[config.mk]
export PLATFORM = sky130hd
export DESIGN_NAME = benes_8_fabric
export DESIGN_NICKNAME = d
export VERILOG_FILES = /design/src/rtl/benes_pkg.sv /design/src/rtl/benes_switch_stage.sv /design/src/rtl/benes_8_fabric.sv
export SDC_FILE = /design/constraint.sdc
export NUM_CORES = 1
export LEC_CHECK = 0
export ABC_CLOCK_PERIOD_IN_PS = 3610
export CORE_MARGIN = 1.5
export CORE_UTILIZATION = 45
export CTS_CLUSTER_DIAMETER = 120
export DETAILED_ROUTE_END_ITERATION = 6
export DONT_BUFFER_PORTS = 1
export GPL_ROUTABILITY_DRIVEN = 0
export HOLD_SLACK_MARGIN = 0.02
export PLACE_DENSITY = 0.68
export SYNTH_ARGS = -nofsm -noshare
export SYNTH_HDL_FRONTEND = slang
export SYNTH_SLANG_ARGS = --single-unit
export TNS_END_PERCENT = 30
[constraint.sdc]
create_clock -name clk -period 3.61 [get_ports clk]
set_input_delay 0.722 -clock clk [delete_from_list [all_inputs] [get_ports clk]]
set_output_delay 0.722 -clock clk [all_outputs]
set_load 0.05 [all_outputs]
[src/rtl/benes_pkg.sv]
// Shared constants, types and inter-stage link tables for the 8-lane Benes fabric.
package benes_pkg;

  localparam int NLANES     = 8;
  localparam int NSTAGES    = 5;
  localparam int NSW        = 4;
  localparam int STATE_W    = 20;
  localparam int PKG_DATA_W = 8;

  typedef logic [PKG_DATA_W-1:0] lane_vec_t [NLANES];

  typedef enum logic [1:0] {UNCFG, RUN, DRAIN, LOAD} fsm_t;

  // Destination position of the word leaving position p of a stage.
  localparam int L0 [NLANES] = '{0, 4, 1, 5, 2, 6, 3, 7};
  localparam int L1 [NLANES] = '{0, 2, 1, 3, 4, 6, 5, 7};
  localparam int L2 [NLANES] = '{0, 2, 1, 3, 4, 6, 5, 7};
  localparam int L3 [NLANES] = '{0, 2, 4, 6, 1, 3, 5, 7};

  function automatic int link_dst(input int s, input int p);
    case (s)
      0:       return L0[p];
      1:       return L1[p];
      2:       return L2[p];
      default: return L3[p];
    endcase
  endfunction

endpackage

[src/rtl/benes_switch_stage.sv]
// One layer of four 2x2 switches followed by its valid/data register; holds on !en_i.
module benes_switch_stage
  import benes_pkg::*;
#(
  parameter int DATA_W = 8
) (
  input  logic                     clk,
  input  logic                     areset,
  input  logic                     en_i,
  input  logic [NSW-1:0]           sw_i,
  input  logic                     vld_i,
  input  logic [NLANES*DATA_W-1:0] data_i,
  output logic                     vld_o,
  output logic [NLANES*DATA_W-1:0] data_o
);

  logic [NLANES*DATA_W-1:0] data_d;
  logic [NLANES*DATA_W-1:0] data_q;
  logic                     vld_q;

  always_comb begin
    data_d = data_i;
    for (int k = 0; k < NSW; k++) begin
      if (sw_i[k]) begin
        data_d[2*k*DATA_W +: DATA_W]     = data_i[(2*k+1)*DATA_W +: DATA_W];
        data_d[(2*k+1)*DATA_W +: DATA_W] = data_i[2*k*DATA_W +: DATA_W];
      end
    end
  end

  always_ff @(posedge clk or negedge areset) begin
    if (!areset) begin
      vld_q  <= 1'b0;
      data_q <= '0;
    end else if (en_i) begin
      vld_q  <= vld_i;
      data_q <= data_d;
    end
  end

  assign vld_o  = vld_q;
  assign data_o = data_q;

endmodule

[src/rtl/benes_8_fabric.sv]
// 5-stage registered Benes permutation fabric with drain-before-reconfigure control.
// Optional output handshake counter enabled by BENES_BEAT_CNT_EN.
module benes_8_fabric
  import benes_pkg::*;
#(
  parameter int DATA_W = 8,
  parameter int LANES  = NLANES
) (
  input  logic                      clk,
  input  logic                      areset,
  input  logic                      cfg_valid,
  input  logic [STATE_W-1:0]        cfg_state,
  output logic                      cfg_ready,
  input  logic                      in_valid,
  input  logic [LANES*DATA_W-1:0]   in_data,
  output logic                      in_ready,
  output logic                      out_valid,
  output logic [LANES*DATA_W-1:0]   out_data,
`ifdef BENES_BEAT_CNT_EN
  output logic [15:0]               beat_cnt,
`endif
  input  logic                      out_ready
);

  localparam int W = NLANES * DATA_W;

  fsm_t               state_q;
  logic [STATE_W-1:0] cfg_q;
  logic               cfg_ready_q;

  logic [W-1:0]         st_in  [NSTAGES];
  logic [W-1:0]         st_out [NSTAGES];
  logic [NSTAGES-1:0]   vld_in;
  logic [NSTAGES-1:0]   vld_out;
  logic                 stall;
  logic                 adv;
  logic                 all_empty;
  logic                 cfg_hs;
  logic                 in_hs;

  assign out_valid = vld_out[NSTAGES-1];
  assign out_data  = st_out[NSTAGES-1];
  assign stall     = out_valid && !out_ready;
  assign adv       = !stall;
  assign all_empty = (vld_out == '0);
  assign cfg_ready = cfg_ready_q;
  assign cfg_hs    = cfg_valid && cfg_ready_q;
  // A pending reconfiguration blocks new beats in the very cycle it appears.
  assign in_ready  = (state_q == RUN) && !stall && !cfg_valid;
  assign in_hs     = in_valid && in_ready;

  always_comb begin
    st_in[0]  = in_data;
    vld_in[0] = in_hs;
    for (int s = 1; s < NSTAGES; s++) begin
      st_in[s]  = '0;
      vld_in[s] = vld_out[s-1];
      for (int p = 0; p < NLANES; p++) begin
        st_in[s][link_dst(s-1, p)*DATA_W +: DATA_W] = st_out[s-1][p*DATA_W +: DATA_W];
      end
    end
  end

  for (genvar s = 0; s < NSTAGES; s++) begin : g_stage
    benes_switch_stage #(
      .DATA_W (DATA_W)
    ) u_stage (
      .clk    (clk),
      .areset (areset),
      .en_i   (adv),
      .sw_i   (cfg_q[s*NSW +: NSW]),
      .vld_i  (vld_in[s]),
      .data_i (st_in[s]),
      .vld_o  (vld_out[s]),
      .data_o (st_out[s])
    );
  end

  // cfg_ready is registered so it reads low while reset is asserted.
  always_ff @(posedge clk or negedge areset) begin
    if (!areset) begin
      state_q     <= UNCFG;
      cfg_q       <= '0;
      cfg_ready_q <= 1'b0;
    end else begin
      case (state_q)
        UNCFG: begin
          cfg_ready_q <= 1'b1;
          if (cfg_hs) begin
            cfg_q       <= cfg_state;
            cfg_ready_q <= 1'b0;
            state_q     <= RUN;
          end
        end
        RUN: begin
          if (cfg_valid) state_q <= DRAIN;
        end
        DRAIN: begin
          if (all_empty) begin
            cfg_ready_q <= 1'b1;
            state_q     <= LOAD;
          end
        end
        LOAD: begin
          if (cfg_hs) begin
            cfg_q       <= cfg_state;
            cfg_ready_q <= 1'b0;
            state_q     <= RUN;
          end
        end
        default: begin
          cfg_ready_q <= 1'b0;
          state_q     <= UNCFG;
        end
      endcase
    end
  end

`ifdef BENES_BEAT_CNT_EN
  logic [15:0] beat_cnt_q;

  always_ff @(posedge clk or negedge areset) begin
    if (!areset) begin
      beat_cnt_q <= '0;
    end else if (cfg_hs) begin
      beat_cnt_q <= '0;
    end else if (out_valid && out_ready) begin
      beat_cnt_q <= beat_cnt_q + 16'd1;
    end
  end

  assign beat_cnt = beat_cnt_q;
`endif

endmodule
==> impl_metrics.csv, run 1 <==
group,metric,value,unit
worst_setup_path,crit_fanout,4,
floorplanning,initial_core_util,45.86,%
final_layout,antennaDiodeCount,0,
cts,h-tree-depth,2,
timing,slew_viol_final,0,
grt,grt_pass1_wl,56380,microns
timing,relSlewSlack,34.21,%
final_layout,nets,1497,
logic_synthesis,synth_nets,1566,
route,drtIter0Drc,743,
worst_setup_path,arrival,2150,ps
route,drt-total-wl,35690,microns
floorplanning,core_area,0.03463,sq mm
floorplanning,rows,68,
power_and_ir_drop,power_leakage,7.330,nW
place,dp_hpwl,25210,microns
grt,antenna_found_initial,0,
grt,grt_pass1_vias,9801,
logic_synthesis,synth.yosys.seq_area_share,54.83,%
route,via_per_inst,5.340,
route,ant_nets,0,
worst_setup_path,crit_end,"in_ready",
worst_hold_path,hold_class,"in2async",
cts,cts.sinks,348,
logic_synthesis,yosys_warnings,0,
grt,grt_util_met1,30.76,%
route,num_vias,10039,
worst_setup_path,reg2reg_depth,4,
final_layout,layout_commonest_cell,"dfrtp_1",
cts,cts_tree,"yes",
grt,grt_max_degree,349,
place,io_buffers,0,
cts,path_clk_slew,60,ps
timing,finClkSkew,23.25,ps
timing,setup-tns-final,0,ps
timing,fin_crit_sh,79.42,%
run,max_cap_viol_count,0,
logic_synthesis,synth_area,0.01588,sq mm
grt,grt_overflow,0,
power_and_ir_drop,power,17.93,mW
cts,cts_setup_buffers,0,
floorplanning,fp.dieArea,0.03643,sq mm
final_layout,finalInstanceArea,0.01704,sq mm
worst_setup_path,crit_start,"g_stage[4].u_stage.vld_o",
run_status,violations,"hold timing",
final_layout,drive_gt1_share,6.035,%
floorplanning,die_w,190.9,microns
power_and_ir_drop,vdd_drop_max,590.4,uV
cts,clk_latency,520,ps
final_layout,synthToLayoutAreaGrowth,7.295,%
place,placed_area,0.01584,sq mm
timing,fin_crit,2867,ps
cts,cts-resized-gates,0,
final_layout,layout_common_cells,"348 x dfrtp_1, 322 x nand2_1, 320 x mux2i_1",
timing,grt_setup_unrepaired,"false",
grt,use_met3,3.681,%
worst_setup_path,r2r-end,"g_stage[4].u_stage.data_o[38]",
logic_synthesis,async_flop_share,100.0,%
final_layout,utilization,49.21,%
logic_synthesis,ys_ff_latch,348,
worst_setup_path,start_kind,"register",
route,wire_per_inst,18.98,microns
logic_synthesis,synthCells,1473,
route,dr.pass1.iters,5,
power_and_ir_drop,powerDensity,1052,mW/mm^2
cts,numCtsBuffers,38,
run_status,outcome,"finished with violations",
timing,fin_hold_ws,-95.49,ps
floorplanning,dieHeight,190.9,microns
grt,use_met2,29.28,%
worst_setup_path,path_class,"reg2out",
worst_setup_path,required,2890,ps
worst_setup_path,crit_path_end_kind,"primary output",
logic_synthesis,syn_area_per_cell,10.78,sq um
worst_setup_path,reg2reg_slack,1060,ps
route,drc_errors,0,
worst_setup_path,r2r-start,"g_stage[4].u_stage.vld_o",
timing,finalSetupViolations,0,
cts,clock_tree.root_cell,"clkbuf_16",
timing,finalHoldViolations,304,
grt,grt_usage,20.04,%
cts,max-clock-path-buffers,3,
logic_synthesis,synth.distinct_cells,26,
logic_synthesis,synth-edff-count,0,
logic_synthesis,yosys_most_used_dff,"dfrtp_1",
grt,busiest_layer,"met1",
timing,worst_pin_slew,986.9,ps
floorplanning,boundaryPins,156,
timing,max_freq,0.3488,GHz
-- how the worst min path moves through the flow --
stage	slack, ps	to
finish	-100	g_stage[4].u_stage.data_o[8]
global route	-110	g_stage[4].u_stage.data_o[9]
CTS	-110	g_stage[4].u_stage.data_o[8]
detailed placement	440	g_stage[4].u_stage.data_o[8]
global placement	440	cfg_q[16]
floorplan	430	cfg_q[0]
-- area by class of cell --
cell class | instances | area [sq um]
Inverter | 3 | 11.26
Sequential cell | 348 | 8708
Clock inverter | 8 | 130.1
Timing Repair Buffer | 5 | 75.07
Clock buffer | 53 | 1067
Multi-Input combinational cell | 1008 | 6479
Tap cell | 455 | 569.3
Fill cell | 3112 | 17590
-- layer usage --
| metal | up-vias | wire, microns |
|---|---|---|
| met5 | - | 0 |
| met1 | 4823 | 18090 |
| met3 | 38 | 1909 |
| li1 | 4948 | - |
| met4 | 0 | 482 |
| met2 | 230 | 15210 |
-- sequential cells by signal, indices dropped and copies added (netlist names) --
name,count
g_stage.u_stage.data_o,320
g_stage.u_stage.vld_o,5
state_q,2
cfg_q,20
cfg_ready,1
-- power breakdown --
part | total, mW | internal [mW] | switching [mW] | leakage [nW]
Combinational | 4.49 | 2.37 | 2.12 | 2.62
Clock | 3.76 | 2.27 | 1.50 | 0.587
Sequential | 9.69 | 5.84 | 3.85 | 4.13
Total | 17.9 | 10.5 | 7.46 | 7.33
-- cell families (layout without fill, tap and decap cells) --
| family | after synthesis | count (layout) | synth area share, % |
|---|---|---|---|
| flip-flops | 348 | 348 | 54.83 |
| AND/OR/NAND/NOR | 328 | 328 | 7.870 |
| multiplexers | 343 | 343 | 21.80 |
| buffers and inverters | 117 | 69 | 4.420 |
| adder cells (fa/ha/maj) | 4 | 4 | 0.3151 |
| AO/OA/AOI/OAI | 333 | 333 | 10.76 |
-- synthesized netlist by cell type, types with 2 or more instances --
cell | count | area [sq um]
dfrtp_1 | 348 | 8708
nand2_1 | 322 | 1209
mux2i_1 | 320 | 3203
o21ai_0 | 222 | 1111
o21ai_1 | 101 | 505.5
buf_2 | 54 | 270.3
clkbuf_1 | 34 | 127.6
mux2_2 | 23 | 259.0
buf_6 | 22 | 247.7
ha_1 | 4 | 50.05
a21oi_1 | 3 | 15.01
inv_1 | 3 | 11.26
buf_4 | 2 | 15.01
buf_8 | 2 | 30.03
or2_2 | 2 | 12.51
-- metrics by stage --
step / worst slack [ps] / std cells / hold WS [ps]
final: 742.8 / 1880 / -95.49
after global routing: 684.0 / 1880 / -110.8
after CTS: 715.1 / 1880 / -110.1
after detailed placement: 1095 / 1819 / 443.1
after global placement: 1167 / 1819 / 439.0
after floorplan: 926.3 / 1473 / 426.4
-- critical path, stage by stage, from the launching register on --
cell and delay (ps):
dfrtp_1 600, and2b_4 310, nor3b_2 720
No activity file was read; power rests on OpenSTA's default activity.
==> run 2, diff against run 1 <==
--- a/config.mk
+++ b/config.mk
@@ -5,7 +5,8 @@
 export SDC_FILE = /design/constraint.sdc
 export NUM_CORES = 1
 export LEC_CHECK = 0
-export ABC_CLOCK_PERIOD_IN_PS = 3610
+export ABC_AREA = 1
+export ABC_CLOCK_PERIOD_IN_PS = 2300
 export CORE_MARGIN = 1.5
 export CORE_UTILIZATION = 45
 export CTS_CLUSTER_DIAMETER = 120
@@ -13,7 +14,7 @@
 export DONT_BUFFER_PORTS = 1
 export GPL_ROUTABILITY_DRIVEN = 0
 export HOLD_SLACK_MARGIN = 0.02
-export PLACE_DENSITY = 0.68
+export PLACE_DENSITY = 0.7
 export SYNTH_ARGS = -nofsm -noshare
 export SYNTH_HDL_FRONTEND = slang
 export SYNTH_SLANG_ARGS = --single-unit
==> constraint.sdc (replaced) <==
create_clock -name clk -period 2.3 [get_ports clk]
set_input_delay 0.46 -clock clk [delete_from_list [all_inputs] [get_ports clk]]
set_output_delay 0.46 -clock clk [all_outputs]
set_load 0.05 [all_outputs]
==> impl_metrics.csv, run 2 <==
group,metric,value,unit
power_and_ir_drop,clkPwrFrac,17.7,%
floorplanning,initial_core_util,45.90,%
timing,finalSetupViolations,0,
power_and_ir_drop,powerDensity,1742,mW/mm^2
timing,setup-tns-final,0,ps
timing,finClkSkew,34.00,ps
logic_synthesis,yosys_warnings,0,
cts,h-tree-depth,2,
logic_synthesis,synth_area,0.01733,sq mm
worst_setup_path,cpPeakStageDelay,410,ps
power_and_ir_drop,power_leakage,8.907,nW
power_and_ir_drop,sw_frac_of_total,46.97,%
logic_synthesis,async_flop_share,100.0,%
final_layout,drive_gt1_share,14.55,%
cts,max-clock-path-buffers,3,
worst_setup_path,arrival,1650,ps
cts,cts_tree,"yes",
final_layout,largest_register_ffs,320,
power_and_ir_drop,p_seq_share,43.1,%
worst_setup_path,crit_fanout,4,
floorplanning,die_w,199.2,microns
route,wire_per_inst,17.82,microns
logic_synthesis,synth_nets,2053,
place,io_buffers,0,
timing,max_freq,0.4739,GHz
logic_synthesis,synth_top_area_share,50.26,%
grt,antenna_found_initial,0,
timing,worst_pin_slew,1379,ps
timing,setup_slack,190.0,ps
final_layout,nets,1969,
final_layout,finalInstanceArea,0.01864,sq mm
cts,path_clk_slew,60,ps
timing,slew_viol_final,0,
logic_synthesis,yosysMostFrequentCell,"nand2_1",
place,placed_area,0.01746,sq mm
worst_setup_path,crit_path_end_kind,"primary output",
worst_setup_path,required,1840,ps
route,drt-total-wl,43040,microns
cts,cts_setup_buffers,0,
logic_synthesis,synthCells,1960,
timing,relSlewSlack,8.045,%
place,dp_hpwl,29950,microns
logic_synthesis,synth.yosys.seq_area_share,50.26,%
cts,numCtsBuffers,37,
grt,grt_pass1_vias,12126,
floorplanning,dieHeight,199.2,microns
power_and_ir_drop,comb_power_share,39.2,%
place,pre_cts_ws,340.6,ps
run,max_cap_viol_count,0,
route,drc_errors,0,
worst_setup_path,start_kind,"register",
route,drtIter0Drc,974,
logic_synthesis,yosys-top-cells-area,"dfrtp_1 50%, o211ai_2 13%, nand2_1 10%",
logic_synthesis,synth_commonest_cells,"480 x nand2_1, 348 x dfrtp_1, 308 x inv_1, 225 x o21ai_0, 220 x o21ai_1",
final_layout,multi_input_area,0.006671,sq mm
cts,clk_latency,540,ps
floorplanning,rows,71,
logic_synthesis,yosys_most_used_dff,"dfrtp_1",
timing,fin_crit_sh,91.74,%
final_layout,layout_commonest_cell,"nand2_1",
floorplanning,core_area,0.03776,sq mm
timing,fin_hold_ws,-366.3,ps
cts,cts.sinks,348,
floorplanning,boundaryPins,156,
grt,grt_usage,22.13,%
worst_setup_path,path_class,"reg2out",
route,dr.pass1.iters,5,
power_and_ir_drop,vdd_drop_max,829.5,uV
grt,grt_overflow,0,
final_layout,antennaDiodeCount,0,
worst_setup_path,cp_slowest_cell,"dfrtp_1",
run_status,outcome,"finished with violations",
final_layout,layout_common_cells,"480 x nand2_1, 348 x dfrtp_1, 308 x inv_1",
logic_synthesis,syn_area_per_cell,8.841,sq um
final_layout,fillers,3494,
floorplanning,fp.dieArea,0.03969,sq mm
logic_synthesis,synth_top_cell_by_area,"dfrtp_1",
route,ant_nets,0,
grt,grt_max_degree,349,
timing,finalHoldViolations,348,
worst_setup_path,crit_path_cell_trace,"inv_1 > ha_1 > nand2_1 > nor2_4",
timing,grt_setup_unrepaired,"false",
timing,fin_crit,2110,ps
route,via_per_inst,5.321,
logic_synthesis,ys_ff_latch,348,
final_layout,seq_area,0.008708,sq mm
run_status,violations,"hold timing",
worst_hold_path,hold_class,"in2async",
grt,grt_pass1_wl,67580,microns
route,num_vias,12851,
power_and_ir_drop,p_switching,15.25,mW
logic_synthesis,synth-edff-count,0,
cts,clock_tree.root_cell,"clkbuf_16",
logic_synthesis,synth.distinct_cells,18,
power_and_ir_drop,intPower,17.22,mW
final_layout,synthToLayoutAreaGrowth,7.596,%
-- run 2: changes by cell type after synthesis, moves of 14 or more --
cell	before	now
mux2_2	23	0
buf_2	54	15
inv_1	3	308
nand2_1	322	480
clkbuf_1	34	90
mux2i_1	320	0
buf_1	0	14
o211ai_2	0	186
o211ai_1	0	27
o21ai_1	101	220
-- run 2: final timing paths --
kind | start | to | slack (ps) | depth (start not counted)
max | state_q[1] | in_ready | 190 | 4
min | areset | cfg_q[0] | -370 | 0
max reg2reg | state_q[0] | cfg_q[4] | 360 | 6
min reg2reg | g_stage[3].u_stage.vld_o | g_stage[4].u_stage.vld_o | 490 | 2
max in group asynchronous | areset | cfg_q[9] | 1540 | 0
min in group clk | cfg_state[10] | cfg_q[10] | 60 | 2
-- run 2: what timing repair did --
item	CTS	global route
hold endpoints to repair	348	348
gates cloned	0	0
setup endpoints to repair	1	1
resized for setup	1	1
-- run 2: worst max-delay path, delay by kind of cell (launching register included) --
kind | cells | cell delay (ps)
and+or+nand+nor | 2 | 430
DFF | 1 | 410
buffers and inverters | 1 | 130
adders and majority gates | 1 | 160
-- run 2: cell families (layout without fill, tap and decap cells) --
logic type                 count (synthesis)  count (layout)  synth area share, %
AOI/OAI and AO/OA                        659             659                27.48
adders and majority gates                  4               4               0.2888
buffers and inverters                    460             404                11.33
DFF                                      348             348                50.26
and+or+nand+nor                          489             489                10.64
-- run 2: layout make-up --
type / instances / share of cell area [%]
flip-flops and latches: 348 / 46.71
inverters: 309 / 6.234
well taps: 511 / 3.429
multi-input cells: 1152 / 35.78
clock buffers: 54 / 5.792
repair buffers: 28 / 1.530
clock inverters: 13 / 0.5235
-- run 2: power by group through the flow --
stage          clock network (mW)  registers, mW  logic, mW
6_report                     5.74           14.0       12.7
5_1_grt                      6.10           14.5       14.2
4_1_cts                      5.84           14.0       12.7
3_5_place_dp                    0           14.1       12.5
3_3_place_gp                    0           13.9       12.3
2_1_floorplan                   0           13.0       9.84
-- run 2: stage by stage --
stage	std cells	power [mW]	util [%]
floorplan	1960	22.85	-
global placement	2348	26.19	46.24
detailed placement	2348	26.61	46.24
CTS	2415	32.52	49.37
global route	2415	34.80	49.38
finish	2415	32.47	49.38
-- run 2: layer usage --
| metal | vias to the layer above | wire length, microns | global-route usage, % | share of wire (%) |
|---|---|---|---|---|
| li1 | 6229 | - | - | - |
| met1 | 6162 | 20980 | 33.35 | 49 |
| met2 | 402 | 17970 | 31.67 | 42 |
| met3 | 58 | 3032 | 4.726 | 7.0 |
| met4 | 0 | 1059 | 6.510 | 2.5 |
| met5 | - | 0 | 0 | 0 |
==> run 3, diff against run 2 <==
--- a/config.mk
+++ b/config.mk
@@ -6,7 +6,7 @@
 export NUM_CORES = 1
 export LEC_CHECK = 0
 export ABC_AREA = 1
-export ABC_CLOCK_PERIOD_IN_PS = 2300
+export ABC_CLOCK_PERIOD_IN_PS = 1700
 export CORE_MARGIN = 1.5
 export CORE_UTILIZATION = 45
 export CTS_CLUSTER_DIAMETER = 120
==> constraint.sdc (replaced) <==
create_clock -name clk -period 1.7 [get_ports clk]
set_input_delay 0.34 -clock clk [delete_from_list [all_inputs] [get_ports clk]]
set_output_delay 0.34 -clock clk [all_outputs]
set_load 0.05 [all_outputs]
==> impl_metrics.csv, run 3 (same netlist as run 2, synthesis figures left out) <==
group,metric,value,unit
worst_setup_path,path_class,"reg2out",
timing,finalHoldViolations,348,
final_layout,drive_gt1_share,17.61,%
run,max_cap_viol_count,0,
worst_setup_path,cpPeakStageDelay,390,ps
final_layout,synthToLayoutAreaGrowth,18.95,%
worst_setup_path,arrival,1500,ps
route,drtIter0Drc,1433,
timing,relSlewSlack,43.64,%
power_and_ir_drop,power,47.30,mW
floorplanning,fp.dieArea,0.03969,sq mm
timing,setup_slack,-138.8,ps
power_and_ir_drop,power_leakage,9.765,nW
route,dr.pass1.iters,6,
grt,busiest_layer,"met1",
grt,grt_max_degree,349,
timing,grt_setup_unrepaired,"true",
grt,antenna_found_initial,0,
worst_setup_path,crit_path_cell_trace,"inv_2 > ha_4 > nand2_4 > nor2_4",
floorplanning,core_area,0.03776,sq mm
route,wire_per_inst,18.72,microns
timing,setup-tns-final,-147.2,ps
worst_setup_path,crit_path_end_kind,"primary output",
cts,clock_tree.root_cell,"clkbuf_16",
floorplanning,initial_core_util,45.90,%
run_status,outcome,"finished with violations",
place,dp_hpwl,30680,microns
timing,fin_crit_sh,108.2,%
floorplanning,boundaryPins,156,
grt,grt_pass1_vias,12765,
place,dp.cells,2382,
final_layout,stdcell_count,2533,
cts,cts.sinks,348,
final_layout,largest_register_ffs,320,
route,drt-total-wl,47410,microns
timing,max_freq,0.5438,GHz
grt,grt_overflow,0,
run_status,violations,"hold timing, setup timing",
timing,fin_hold_ws,-478.8,ps
grt,grt_pass1_wl,70680,microns
power_and_ir_drop,vdd_drop_max,1088,uV
grt,grt_util_met1,34.75,%
power_and_ir_drop,powerDensity,2295,mW/mm^2
cts,clk_latency,530,ps
worst_setup_path,crit_fanout,2,
route,drc_errors,0,
worst_setup_path,cp_num_buf_inv,1,
timing,finalSetupViolations,2,
grt,grt_usage,22.90,%
route,via_per_inst,5.415,
route,ant_nets,0,
worst_setup_path,start_kind,"register",
timing,worst_pin_slew,845.5,ps
grt,use_met2,34.12,%
worst_setup_path,r2r-start,"g_stage[4].u_stage.vld_o",
cts,max-clock-path-buffers,3,
grt,use_met3,3.696,%
timing,fin_crit,1839,ps
cts,numCtsBuffers,38,
worst_setup_path,reg2reg_depth,7,
route,num_vias,13717,
timing,finClkSkew,24.02,ps
final_layout,nets,2087,
worst_setup_path,path_delay_family,"flip-flops",
floorplanning,dieHeight,199.2,microns
final_layout,layout_commonest_cell,"nand2_1",
floorplanning,die_w,199.2,microns
final_layout,layout_common_cells,"478 x nand2_1, 347 x dfrtp_1, 306 x inv_1",
timing,slew_viol_final,0,
cts,h-tree-depth,2,
final_layout,antennaDiodeCount,0,
worst_hold_path,hold_class,"in2async",
worst_setup_path,reg2reg_slack,-10,ps
floorplanning,rows,71,
worst_setup_path,required,1360,ps
worst_setup_path,cp_slowest_cell,"dfrtp_1",
cts,path_clk_slew,60,ps
place,io_buffers,0,
cts,cts_tree,"yes",
worst_setup_path,r2r-end,"g_stage[1].u_stage.data_o[17]",
run 3: layout make-up:
| type | count | area (sq um) |
|---|---|---|
| fill | 3210 | 17140 |
| inverter | 309 | 1172 |
| timing repair buffer | 144 | 1907 |
| clock buffer | 55 | 1156 |
| timing repair inverter | 1 | 8.758 |
| clock inverter | 13 | 142.6 |
| sequential | 348 | 8710 |
| multi-input combinational | 1152 | 6875 |
| tap | 511 | 639.4 |
run 3: power breakdown:
part | switching [mW] | internal, mW | leakage [nW]
registers | 5.69 | 12.6 | 4.02
logic | 12.6 | 7.97 | 5.10
clock network | 3.40 | 5.04 | 0.641
total | 21.7 | 25.6 | 9.76
run 3: per-layer routing:
metal	wire length, microns	vias to the layer above
met2	21180	492
met5	0	-
met3	3473	63
met1	21800	6671
met4	958	0
li1	-	6491
run 3: repair_timing:
item                                   in CTS  in global routing
setup buffers                               7                  4
hold buffers                               52                  1
setup endpoints to repair                   1                242
endpoints found under the hold margin     400                349
gates resized for setup                    26                 47
pin swaps                                   3                  3
cloned                                      1                 18
run 3: worst register-to-register path, delay by kind of cell (launching register included):
kind	cells	cell delay [ps]
DFF	1	370
buffers and inverters	4	530
and+or+nand+nor	1	270
AOI/OAI and AO/OA	2	370
run 3: worst max path at each step:
stage | to | startpoint | depth (start not counted) | slack (ps)
floorplan | g_stage[3].u_stage.data_o[14] | g_stage[4].u_stage.vld_o | 8 | 10
global placement | g_stage[1].u_stage.data_o[61] | g_stage[4].u_stage.vld_o | 6 | 160
detailed placement | g_stage[4].u_stage.data_o[58] | g_stage[4].u_stage.vld_o | 6 | 140
CTS | in_ready | g_stage[4].u_stage.vld_o | 4 | -130
global route | in_ready | state_q[1] | 4 | -180
finish | in_ready | state_q[1] | 4 | -140
run 3: metrics by stage:
| step | setup WS, ps | cell area (sq um) | util [%] |
|---|---|---|---|
| 5_1_grt | -178.5 | 20610 | 54.59 |
| 3_5_place_dp | 138.4 | 17880 | 47.37 |
| 2_1_floorplan | 11.59 | 17340 | - |
| 3_3_place_gp | 164.4 | 17880 | 47.37 |
| 4_1_cts | -127.4 | 19860 | 52.61 |
| 6_report | -138.8 | 20610 | 54.59 |
